## src/rtl/ifetch_queue_pkg.sv

```systemverilog
// Shared types and constants for the instruction-fetch front end.
// Latency: n/a (types only).
// Backpressure: n/a (types only).
package ifetch_queue_pkg;

    localparam int IFETCH_PC_W    = 30;
    localparam int IFETCH_INSTR_W = 32;

    // The core substitutes this (addi x0,x0,0) when no instruction is valid.
    localparam logic [IFETCH_INSTR_W-1:0] IFETCH_NOP = 32'h0000_0013;

    typedef logic [IFETCH_PC_W-1:0]    pc_t;
    typedef logic [IFETCH_INSTR_W-1:0] instr_t;

    // One prefetch FIFO entry: the word plus the word PC it was fetched from.
    typedef struct packed {
        pc_t    pc;
        instr_t instr;
    } fetch_entry_t;

    localparam int FETCH_ENTRY_W = $bits(fetch_entry_t);

    // Word PCs wrap modulo 2^30.
    function automatic pc_t pc_inc(input pc_t pc);
        return pc + pc_t'(1);
    endfunction

endpackage

```

## src/rtl/ifetch_queue_if.sv

```systemverilog
// Bus bundle between the fetch queue, the instruction memory and the core.
// Latency: n/a (wires only).
// Backpressure: memory side req/gnt, core side valid/ready; redirect has no backpressure.
//
// master: the fetch queue. slave: the environment (memory + core).
//   req/addr          -> memory request, held while gnt=0
//   gnt/rvalid/rdata  <- memory grant and in-order read return
//   valid/data/pc     -> instruction to the core
//   ready             <- core accepts the instruction
//   redirect/redirect_pc <- flush and restart at a new word PC
interface ifetch_queue_if;
    import ifetch_queue_pkg::*;

    logic   req;
    pc_t    addr;
    logic   gnt;
    logic   rvalid;
    instr_t rdata;

    logic   valid;
    instr_t data;
    pc_t    pc;
    logic   ready;
    logic   redirect;
    pc_t    redirect_pc;

    modport master (
        output req, addr, valid, data, pc,
        input  gnt, rvalid, rdata, ready, redirect, redirect_pc
    );

    modport slave (
        input  req, addr, valid, data, pc,
        output gnt, rvalid, rdata, ready, redirect, redirect_pc
    );

endinterface

```

## src/rtl/ifetch_queue_fifo_sync.sv

```systemverilog
// Generic synchronous FIFO with flush; head word is always visible on pop_dat.
// Latency: push to visible at head is 1 cycle.
// Backpressure: push ignored when full unless a pop happens in the same cycle.
//
// Ports: clk, rst (sync, active-high), flush (sync clear), push/push_dat,
//        pop, pop_dat (head), full, empty, count.
module ifetch_queue_fifo_sync #(
    parameter  int WIDTH = 62,
    parameter  int DEPTH = 4,
    localparam int AW    = (DEPTH > 1) ? $clog2(DEPTH) : 1,
    localparam int CW    = $clog2(DEPTH + 1)
) (
    input  logic             clk,
    input  logic             rst,
    input  logic             flush,
    input  logic             push,
    input  logic [WIDTH-1:0] push_dat,
    input  logic             pop,
    output logic [WIDTH-1:0] pop_dat,
    output logic             full,
    output logic             empty,
    output logic [CW-1:0]    count
);

    logic [WIDTH-1:0] mem [DEPTH];
    logic [AW-1:0]    wr_ptr;
    logic [AW-1:0]    rd_ptr;
    logic             push_ok;
    logic             pop_ok;

    assign full    = (count == CW'(DEPTH));
    assign empty   = (count == '0);
    assign pop_ok  = pop && !empty;
    // A pop frees the slot this cycle, so push into a full FIFO is fine then.
    assign push_ok = push && (!full || pop_ok);
    assign pop_dat = mem[rd_ptr];

    // DEPTH is a power of two, so pointers wrap naturally.
    always_ff @(posedge clk) begin
        if (rst || flush) begin
            wr_ptr <= '0;
            rd_ptr <= '0;
            count  <= '0;
        end else begin
            if (push_ok) begin
                wr_ptr <= wr_ptr + AW'(1);
            end
            if (pop_ok) begin
                rd_ptr <= rd_ptr + AW'(1);
            end
            count <= count + CW'(push_ok) - CW'(pop_ok);
        end
    end

    // Storage needs no reset; count/pointers qualify it.
    always_ff @(posedge clk) begin
        if (push_ok && !flush && !rst) begin
            mem[wr_ptr] <= push_dat;
        end
    end

endmodule

```

## src/rtl/ifetch_queue.sv

```systemverilog
// Instruction-fetch front end: issues imem requests, buffers PC-tagged words in order.
// Latency: rvalid to instr valid is 1 cycle (0 with IFETCH_BYPASS_EN on an empty FIFO).
// Backpressure: requests stop once buffered + in-flight words reach DEPTH; core stalls via ready.
//
// Ports: clk, rst (sync, active-high), bus (ifetch_queue_if.master).
// Build option: IFETCH_BYPASS_EN forwards a response straight to the core when
// the FIFO is empty.
module ifetch_queue
    import ifetch_queue_pkg::*;
#(
    parameter int  DEPTH    = 4,
    parameter pc_t RESET_PC = 30'h0
) (
    input  logic            clk,
    input  logic            rst,
    ifetch_queue_if.master  bus
);

    localparam int CW = $clog2(DEPTH + 1);

    pc_t          fetch_pc;
    pc_t          resp_pc;
    logic [CW-1:0] outstanding;
    logic [CW-1:0] drop_cnt;

    logic [CW-1:0] fifo_count;
    logic          fifo_empty;
    logic          fifo_full;
    fetch_entry_t  fifo_head;
    fetch_entry_t  fifo_in;
    logic          fifo_push;
    logic          fifo_pop;

    logic [CW:0]   occupancy;
    logic          issue_ok;
    logic          grant;
    logic          resp_live;
    logic          resp_keep;

    // Every in-flight request has a reserved FIFO slot, so the FIFO can never overflow.
    assign occupancy = {1'b0, fifo_count} + {1'b0, outstanding};
    assign issue_ok  = !rst && !bus.redirect && (occupancy < (CW+1)'(DEPTH));
    assign bus.req   = issue_ok;
    assign bus.addr  = fetch_pc;
    assign grant     = issue_ok && bus.gnt;

    // Stray returns with nothing outstanding (e.g. straight after reset) are ignored.
    assign resp_live = bus.rvalid && (outstanding != '0);
    // A response is kept only if it is not stale and no redirect is flushing this cycle.
    assign resp_keep = resp_live && (drop_cnt == '0) && !bus.redirect;

    assign fifo_in.pc    = resp_pc;
    assign fifo_in.instr = bus.rdata;

`ifdef IFETCH_BYPASS_EN
    logic bypass_vld;

    assign bypass_vld = resp_keep && fifo_empty;

    always_comb begin
        bus.valid = 1'b0;
        bus.data  = fifo_head.instr;
        bus.pc    = fifo_head.pc;
        fifo_push = resp_keep;
        fifo_pop  = 1'b0;
        if (!rst) begin
            if (!fifo_empty) begin
                bus.valid = 1'b1;
                fifo_pop  = bus.ready;
            end else if (bypass_vld) begin
                bus.valid = 1'b1;
                bus.data  = bus.rdata;
                bus.pc    = resp_pc;
                // Consumed directly by the core: nothing to buffer.
                fifo_push = !bus.ready;
            end
        end
    end
`else
    always_comb begin
        bus.valid = !rst && !fifo_empty;
        bus.data  = fifo_head.instr;
        bus.pc    = fifo_head.pc;
        fifo_push = resp_keep;
        fifo_pop  = bus.valid && bus.ready;
    end
`endif

    ifetch_queue_fifo_sync #(
        .WIDTH (FETCH_ENTRY_W),
        .DEPTH (DEPTH)
    ) u_fifo (
        .clk      (clk),
        .rst      (rst),
        .flush    (bus.redirect),
        .push     (fifo_push),
        .push_dat (fifo_in),
        .pop      (fifo_pop),
        .pop_dat  (fifo_head),
        .full     (fifo_full),
        .empty    (fifo_empty),
        .count    (fifo_count)
    );

    always_ff @(posedge clk) begin
        if (rst) begin
            fetch_pc    <= RESET_PC;
            resp_pc     <= RESET_PC;
            outstanding <= '0;
            drop_cnt    <= '0;
        end else begin
            outstanding <= outstanding + CW'(grant) - CW'(resp_live);
            if (bus.redirect) begin
                fetch_pc <= bus.redirect_pc;
                resp_pc  <= bus.redirect_pc;
                // No request issues on a redirect cycle, so whatever is still
                // outstanding after this cycle's return is stale. Responses that
                // were already marked stale are part of outstanding, hence no
                // accumulation on top of drop_cnt.
                drop_cnt <= outstanding - CW'(resp_live);
            end else begin
                if (grant) begin
                    fetch_pc <= pc_inc(fetch_pc);
                end
                if (resp_keep) begin
                    resp_pc <= pc_inc(resp_pc);
                end
                if (resp_live && (drop_cnt != '0)) begin
                    drop_cnt <= drop_cnt - CW'(1);
                end
            end
        end
    end

    a_rvalid_expected : assert property (@(posedge clk) disable iff (rst)
        bus.rvalid |-> (outstanding != '0));

    a_drop_bounded : assert property (@(posedge clk) disable iff (rst)
        drop_cnt <= outstanding);

    a_no_overflow : assert property (@(posedge clk) disable iff (rst)
        fifo_push |-> (!fifo_full || fifo_pop || bus.redirect));

endmodule
```

## src/flat_wrapper.sv

```systemverilog
// flat-port wrapper written by rule: the top's interface ports become plain ports
module ifetch_queue_flat import ifetch_queue_pkg::*;
#(
    parameter int  DEPTH    = 4,
    parameter pc_t RESET_PC = 30'h0
)
  (clk, rst, bus_req, bus_addr, bus_valid, bus_data, bus_pc, bus_gnt, bus_rvalid, bus_rdata, bus_ready, bus_redirect, bus_redirect_pc);
  ifetch_queue_if bus_i ();
  input  logic clk;
  input  logic rst;
  output wire logic [$bits(bus_i.req)-1:0] bus_req;
  output wire logic [$bits(bus_i.addr)-1:0] bus_addr;
  output wire logic [$bits(bus_i.valid)-1:0] bus_valid;
  output wire logic [$bits(bus_i.data)-1:0] bus_data;
  output wire logic [$bits(bus_i.pc)-1:0] bus_pc;
  input wire logic [$bits(bus_i.gnt)-1:0] bus_gnt;
  input wire logic [$bits(bus_i.rvalid)-1:0] bus_rvalid;
  input wire logic [$bits(bus_i.rdata)-1:0] bus_rdata;
  input wire logic [$bits(bus_i.ready)-1:0] bus_ready;
  input wire logic [$bits(bus_i.redirect)-1:0] bus_redirect;
  input wire logic [$bits(bus_i.redirect_pc)-1:0] bus_redirect_pc;
  assign bus_req = bus_i.req;
  assign bus_addr = bus_i.addr;
  assign bus_valid = bus_i.valid;
  assign bus_data = bus_i.data;
  assign bus_pc = bus_i.pc;
  assign bus_i.gnt = bus_gnt;
  assign bus_i.rvalid = bus_rvalid;
  assign bus_i.rdata = bus_rdata;
  assign bus_i.ready = bus_ready;
  assign bus_i.redirect = bus_redirect;
  assign bus_i.redirect_pc = bus_redirect_pc;
  ifetch_queue #(.DEPTH(DEPTH), .RESET_PC(RESET_PC)) u_core (.clk(clk), .rst(rst), .bus(bus_i));
endmodule
```

## config.mk

```make
export PLATFORM = sky130hd
export DESIGN_NAME = ifetch_queue_flat
export DESIGN_NICKNAME = d
export VERILOG_FILES = /design/src/rtl/ifetch_queue_pkg.sv /design/src/rtl/ifetch_queue_if.sv /design/src/rtl/ifetch_queue_fifo_sync.sv /design/src/rtl/ifetch_queue.sv /design/src/flat_wrapper.sv
export SDC_FILE = /design/constraint.sdc
export NUM_CORES = 1
export LEC_CHECK = 0
export BUFFER_PORTS_ARGS = -buffer_cell sky130_fd_sc_hd__clkbuf_2
export CAP_MARGIN = 20
export CORE_MARGIN = 2
export CORE_UTILIZATION = 40
export CTS_CLUSTER_DIAMETER = 40
export DETAILED_ROUTE_END_ITERATION = 10
export SLEW_MARGIN = 20
export SYNTH_ARGS = -nofsm -noshare
export SYNTH_HDL_FRONTEND = slang
export SYNTH_SLANG_ARGS = --single-unit
```

## constraint.sdc

```tcl
create_clock -name clk -period 3.06 [get_ports clk]
set_input_delay 0.153 -clock clk [delete_from_list [all_inputs] [get_ports clk]]
set_output_delay 0.153 -clock clk [all_outputs]
set_load 0.005 [all_outputs]
```

==> results of run 1 <==
[kinds of logic (layout without fill, tap and decap cells)]
| logic type | Yosys count | in the layout | share of synthesized area |
|---|---|---|---|
| buffers and inverters | 71 | 337 | 0.0212 |
| muxes | 63 | 63 | 0.108 |
| xor gates and xnor gates | 63 | 63 | 0.0423 |
| DFF | 323 | 323 | 0.686 |
| AOI/OAI and AO/OA | 100 | 100 | 0.0525 |
| and+or+nand+nor | 164 | 164 | 0.0717 |
| adders and majority gates | 18 | 18 | 0.0184 |
[Yosys cell counts, types with 22 or more instances]
library cell,n
clkbuf_1,22
xnor2_1,23
inv_1,36
mux4_2,62
edfxtp_1,248
nand2_1,26
a21boi_0,43
dfxtp_1,75
a21oi_1,29
xor2_1,40
nand3_1,26
nor2_1,32
[power by group through the flow]
stage,combinational (mW),sequential (mW),clock (mW)
5_1_grt,0.816,5.03,5.32
3_5_place_dp,0.682,5.11,0
2_1_floorplan,0.426,5.06,0
3_3_place_gp,0.677,5.10,0
6_report,0.722,5.02,5.04
4_1_cts,0.735,5.01,5.15
[per-stage QoR]
stage	total power, mW	util	cell area (um2)
6_report	10.8	0.509	16400
4_1_cts	10.9	0.509	16400
5_1_grt	11.2	0.509	16400
3_3_place_gp	5.78	0.450	14500
3_5_place_dp	5.79	0.450	14500
2_1_floorplan	5.49	-	13000
[placed cells by master, fill, tap and decap left out, types with 8 or more instances in the layout]
cell	netlist	routed
edfxtp_1	248	248
clkbuf_2	0	161
dfxtp_1	75	73
mux4_2	62	62
dlygate4sd3_1	0	45
a21boi_0	43	43
clkbuf_16	0	43
xor2_1	40	40
inv_1	36	36
nor2_1	32	32
a21oi_1	29	29
nand3_1	26	26
nand2_1	26	26
xnor2_1	23	23
nand4_1	20	20
ha_1	16	16
and3_1	14	14
and4_1	10	10
buf_12	0	9
nor3_1	8	8
a211oi_1	8	8
buf_4	0	8
[repair_timing]
action                     CTS  global route
setup endpoints to repair    0             0
hold buffers                45             0
hold endpoints to repair   153             0
[worst paths after layout]
path / from / endpoint / slack (ps)
worst min register to register: u_core.bus.addr[29]$_SDFFE_PP0P_ / u_core.bus.addr[29]$_SDFFE_PP0P_ / 500
worst max-delay path: u_core.outstanding[2]$_SDFF_PP0_ / u_core.outstanding[2]$_SDFF_PP0_ / 270
worst min-delay path: bus_redirect_pc[9] / u_core.resp_pc[9]$_SDFFE_PP0P_ / 10
worst max register to register: u_core.outstanding[2]$_SDFF_PP0_ / u_core.outstanding[2]$_SDFF_PP0_ / 270
[cell type report]
cell class / instances / area [um2]
Fill cell: 2693 / 15800
Sequential cell: 323 / 8950
Multi-Input combinational cell: 408 / 3820
Timing Repair Buffer: 223 / 1500
Clock buffer: 48 / 1090
Tap cell: 442 / 553
Clock inverter: 29 / 380
Inverter: 37 / 139
[per-layer routing]
layer  share of wire  routed length, um  vias to the layer above
met5               0                  0                        -
met4           0.018                509                        0
met3           0.056               1550                       43
met2            0.46              12700                      254
met1            0.47              12800                     3730
li1                -                  -                     3577
[critical path, delay by kind of cell, from the launching register on]
kind | cells | cell delay [ps]
flip-flops | 1 | 430
XOR/XNOR | 2 | 330
buffers and inverters | 2 | 290
adder cells (fa/ha/maj) | 3 | 820
AND/OR/NAND/NOR | 3 | 800
[flip-flops by register name, indices dropped and copies added, names as in the netlist, named ones only]
signal and count:
u_core.resp_pc 30, u_core.bus.addr 30, u_core.u_fifo.mem 248, u_core.u_fifo.rd_ptr 2, u_core.u_fifo.count 3, u_core.outstanding 3, u_core.u_fifo.wr_ptr 2, u_core.drop_cnt 3
==> flow_summary.toml, run 1 <==
[run_status]
status = "finished, final reports clean"

[pwr]
ir_drop_v = 0.000386
p_switching_mw = 2.36
seqPwrFrac = 0.465
power_frac_comb = 0.067
intPower_mw = 8.42
p_clk_frac = 0.468
p_leak_nw = 5.82
power.density_mw_per_mm2 = 656
sw_frac_of_total = 0.219

[global_route]
use_met1 = 0.237
grt_pass1_wl_um = 42500
use_met3 = 0.0279
top_usage_layer = "met2"
grt_use_total = 0.164
grt_max_degree = 65
grt_pass1_vias = 7690
grt_antenna_before_repair = 0
overflow = 0
globalRouteMet2Util = 0.255

[synthesis]
synthesis.nets = 888
synth-edff-count = 248
syn_area_mm2 = 0.0130
synth-seq-cells = 323
synth_top_area_share = 0.571
ys_warn_count = 0
syn_area_per_cell_um2 = 16.3
synth_flop_cell = "edfxtp_1"
ys_types = 49
yosysSeqAreaShare = 0.686
synth_top_area_cell = "edfxtp_1"
synth_cells = 802
synthTopCellsByArea = "edfxtp_1 (57%), dfxtp_1 (12%), mux4_2 (11%)"
synth-async-reset-ratio = 0

[run]
drv_cap = 0

[detailed_routing]
wl_per_cell_um = 18.2
avgViaCountPerCell = 5.04
drc = 0
drt_iter0_drc = 562
first_pass_iters = 5
dr_total_vias = 7604
detail-route-antenna-nets = 0
drt_wl_total_um = 27500

[hold_path]
min_path_cells = 4
hp-class = "input port to flop"

[worst_setup_path]
cpPeakStageDelay_ps = 440
cp_slowest_cell = "nor4_2"
path_class = "flop to flop"
r2r_cells = 10
cp-start-kind = "flop"
critPathArrivalTime_ps = 3190
worstPathMaxFanout = 10
worstPathCellList = "ha_1 -> nor4_2 -> nand3_1 -> inv_2 -> ha_1 -> inv_1 -> fa_1 -> xnor2_1 -> xnor2_1 -> nor2_1"
cp-end-kind = "flop"
required_ps = 3460

[clock_tree]
clock_path_buffers = 3
cts_tree = "done"
clock_latency_ps = 530
clkSlewWorstSetupHoldPaths_ps = 50
cts_setup_buffers = 0
numClockSinks = 323
root_buffer = "clkbuf_16"
cts-resized-gates = 0
htreeDepth = 2
cts_buffers = 42

[timing]
fmax_mhz = 358
max_slew_margin = 0.552
fin_ws_ps = 269
period_minus_slack_ps = 2790
worst_hold_slack_ps = 10.9
finalMaxSlewViolations = 0
tightest_slew_ps = 667
skew_ps = 17.7
tns_ps = 0
rsz0062_at_grt = "no"
finalHoldViolations = 0
post-route-period-util = 0.912
setup_viol = 0

[placement]
dp.cells = 1388
globalplace.congestion = 0.851
hpwl_um = 17600
place_ws_ps = 322
portBuffers = 161

[final_layout]
fin_cells = 1510
synthToLayoutAreaGrowth_pct = 26.0
antennaDiodeCount = 0
final_nets = 1121
drive_gt1_frac = 0.305

[floorplan]
die_x_um = 185
rows = 66
core-area_mm2 = 0.0323
ios = 162
initial_core_util = 0.404
die_area_mm2 = 0.0341
chipHeight_um = 185
(Power assumes the default switching activity.)
==> run 2: changes to the inputs <==
- CORE_UTILIZATION: 40 -> 30
==> run 2 against run 1 <==
- sequential share of layout area rose by 0.27 points
- clock power is 6.9% lower
- hold slack improved by 15 ps
- first-iteration DRC count down 19%
- register-to-register slack gained 30 ps
- setup slack improved by 26 ps
- sequential cell count unchanged
- critical endpoint unchanged
- critical path type unchanged
- critical path depth unchanged
==> flow_summary.toml, run 2 (synthesis results as in run 1) <==
[placement]
globalplace.congestion = 0.820
place_ws_ps = 305
hpwl_um = 18800
portBuffers = 161
placed_area_mm2 = 0.0146

[worst_setup_path]
critPathArrivalTime_ps = 3150
ff2ff_setup_slack_ps = 300
worstPathMaxFanout = 10
required_ps = 3450
cp-end-kind = "flop"
path_class = "flop to flop"
cp-start-kind = "flop"

[final_layout]
final_cell_mix = "edfxtp_1 (248), clkbuf_2 (161), dfxtp_1 (73), mux4_2 (62), a21boi_0 (43)"
final_common_cell = "edfxtp_1"
final_core_util = 0.381
final_nets = 1110
design_area_mm2 = 0.0164
largest_reg_flops = 248
antennaDiodeCount = 0
regMostFlops = "u_core.u_fifo.mem"
drive_gt1_frac = 0.303
synthToLayoutAreaGrowth_pct = 25.4

[detailed_routing]
wl_per_cell_um = 17.9
drt_iter0_drc = 458
avgViaCountPerCell = 4.60
first_pass_iters = 5
drt_wl_total_um = 29400
dr_total_vias = 7529
detail-route-antenna-nets = 0
drc = 0

[pwr]
seqPwrFrac = 0.481
p_leak_nw = 5.73
p_clk_frac = 0.450
ir_drop_v = 0.000325
power.density_mw_per_mm2 = 638
p_total_mw = 10.4
power_frac_comb = 0.070
intPower_mw = 8.11
p_switching_mw = 2.32
sw_frac_of_total = 0.223

[clock_tree]
clkSlewWorstSetupHoldPaths_ps = 60
cts_tree = "done"
cts_buffers = 39
root_buffer = "clkbuf_16"
htreeDepth = 2
numClockSinks = 323
cts_hold_buf = 39
clock_path_buffers = 3
cts_setup_buffers = 0
clock_latency_ps = 520
cts-resized-gates = 0

[floorplan]
chipHeight_um = 213
rows = 76
ios = 162
die_area_mm2 = 0.0452
die_x_um = 213
core-area_mm2 = 0.0430
initial_core_util = 0.303

[timing]
fin_ws_ps = 295
post-route-period-util = 0.903
max_slew_margin = 0.520
tns_ps = 0
finalMaxSlewViolations = 0
skew_ps = 12.3
finalHoldViolations = 0
setup_viol = 0
rsz0062_at_grt = "no"
period_minus_slack_ps = 2760
fmax_mhz = 362
tightest_slew_ps = 714

[global_route]
grt_max_degree = 65
overflow = 0
grt_pass1_vias = 7658
grt_pass1_wl_um = 45200
grt_antenna_before_repair = 0
grt_use_total = 0.131

[run_status]
status = "finished, final reports clean"

[run]
drv_cap = 0

[hold_path]
hp-class = "input port to flop"
## run 2: cell count changes in the layout (fill, tap and decap cells not counted), moves of 2 or more
cell / before / now
clkinv_2: 3 / 6
clkinv_1: 4 / 1
dlygate4sd3_1: 45 / 39
clkinv_4: 2 / 4
bufinv_16: 7 / 5
clkinv_8: 2 / 0
clkbuf_16: 43 / 41
clkinvlp_4: 7 / 2
buf_12: 9 / 6
## run 2: power by group through the flow
stage               sequential (mW)  clock [mW]  combinational (mW)
CTS                            5.01        4.82               0.747
global route                   5.04        5.00               0.826
global placement               5.10           0               0.692
detailed placement             5.11           0               0.701
floorplan                      5.06           0               0.426
finish                         5.01        4.69               0.727
## run 2: worst paths after layout
| kind | start | end | cells past startpoint |
|---|---|---|---|
| setup / recovery | u_core.outstanding[2]$_SDFF_PP0_ | u_core.outstanding[2]$_SDFF_PP0_ | 10 |
| hold reg to reg | u_core.u_fifo.wr_ptr[1]$_SDFFE_PP0P_ | u_core.u_fifo.wr_ptr[1]$_SDFFE_PP0P_ | 2 |
| setup reg to reg | u_core.outstanding[2]$_SDFF_PP0_ | u_core.outstanding[2]$_SDFF_PP0_ | 10 |
| hold / removal | bus_redirect_pc[15] | u_core.resp_pc[15]$_SDFFE_PP0P_ | 4 |
## run 2: critical path, cell delays in order (launching register included)
cell	delay, ps
dfxtp_1	440
ha_1	290
nor4_2	420
nand3_1	290
inv_2	250
ha_1	180
inv_1	50
fa_1	370
xnor2_1	170
xnor2_1	140
nor2_1	50
## run 2: area by class of cell
class,instances,area [um2]
fillers,4087,26600
clock inverters,23,280
inverters,37,139
flip-flops and latches,323,8950
clock buffers,47,1050
multi-input cells,408,3820
well taps,585,732
repair buffers,215,1380
## run 2: per-layer routing
metal | global-route usage | share of wire | up-vias
li1 | - | - | 3556
met1 | 0.188 | 0.47 | 3715
met2 | 0.205 | 0.46 | 217
met3 | 0.0245 | 0.053 | 41
met4 | 0.0333 | 0.017 | 0
met5 | 0 | 0 | -
## run 2: through the flow
step / hold slack [ps] / std cells
global route: 43.5 / 1638
detailed placement: 377 / 1529
finish: 25.6 / 1638
floorplan: 252 / 802
global placement: 373 / 1529
CTS: 8.70 / 1638
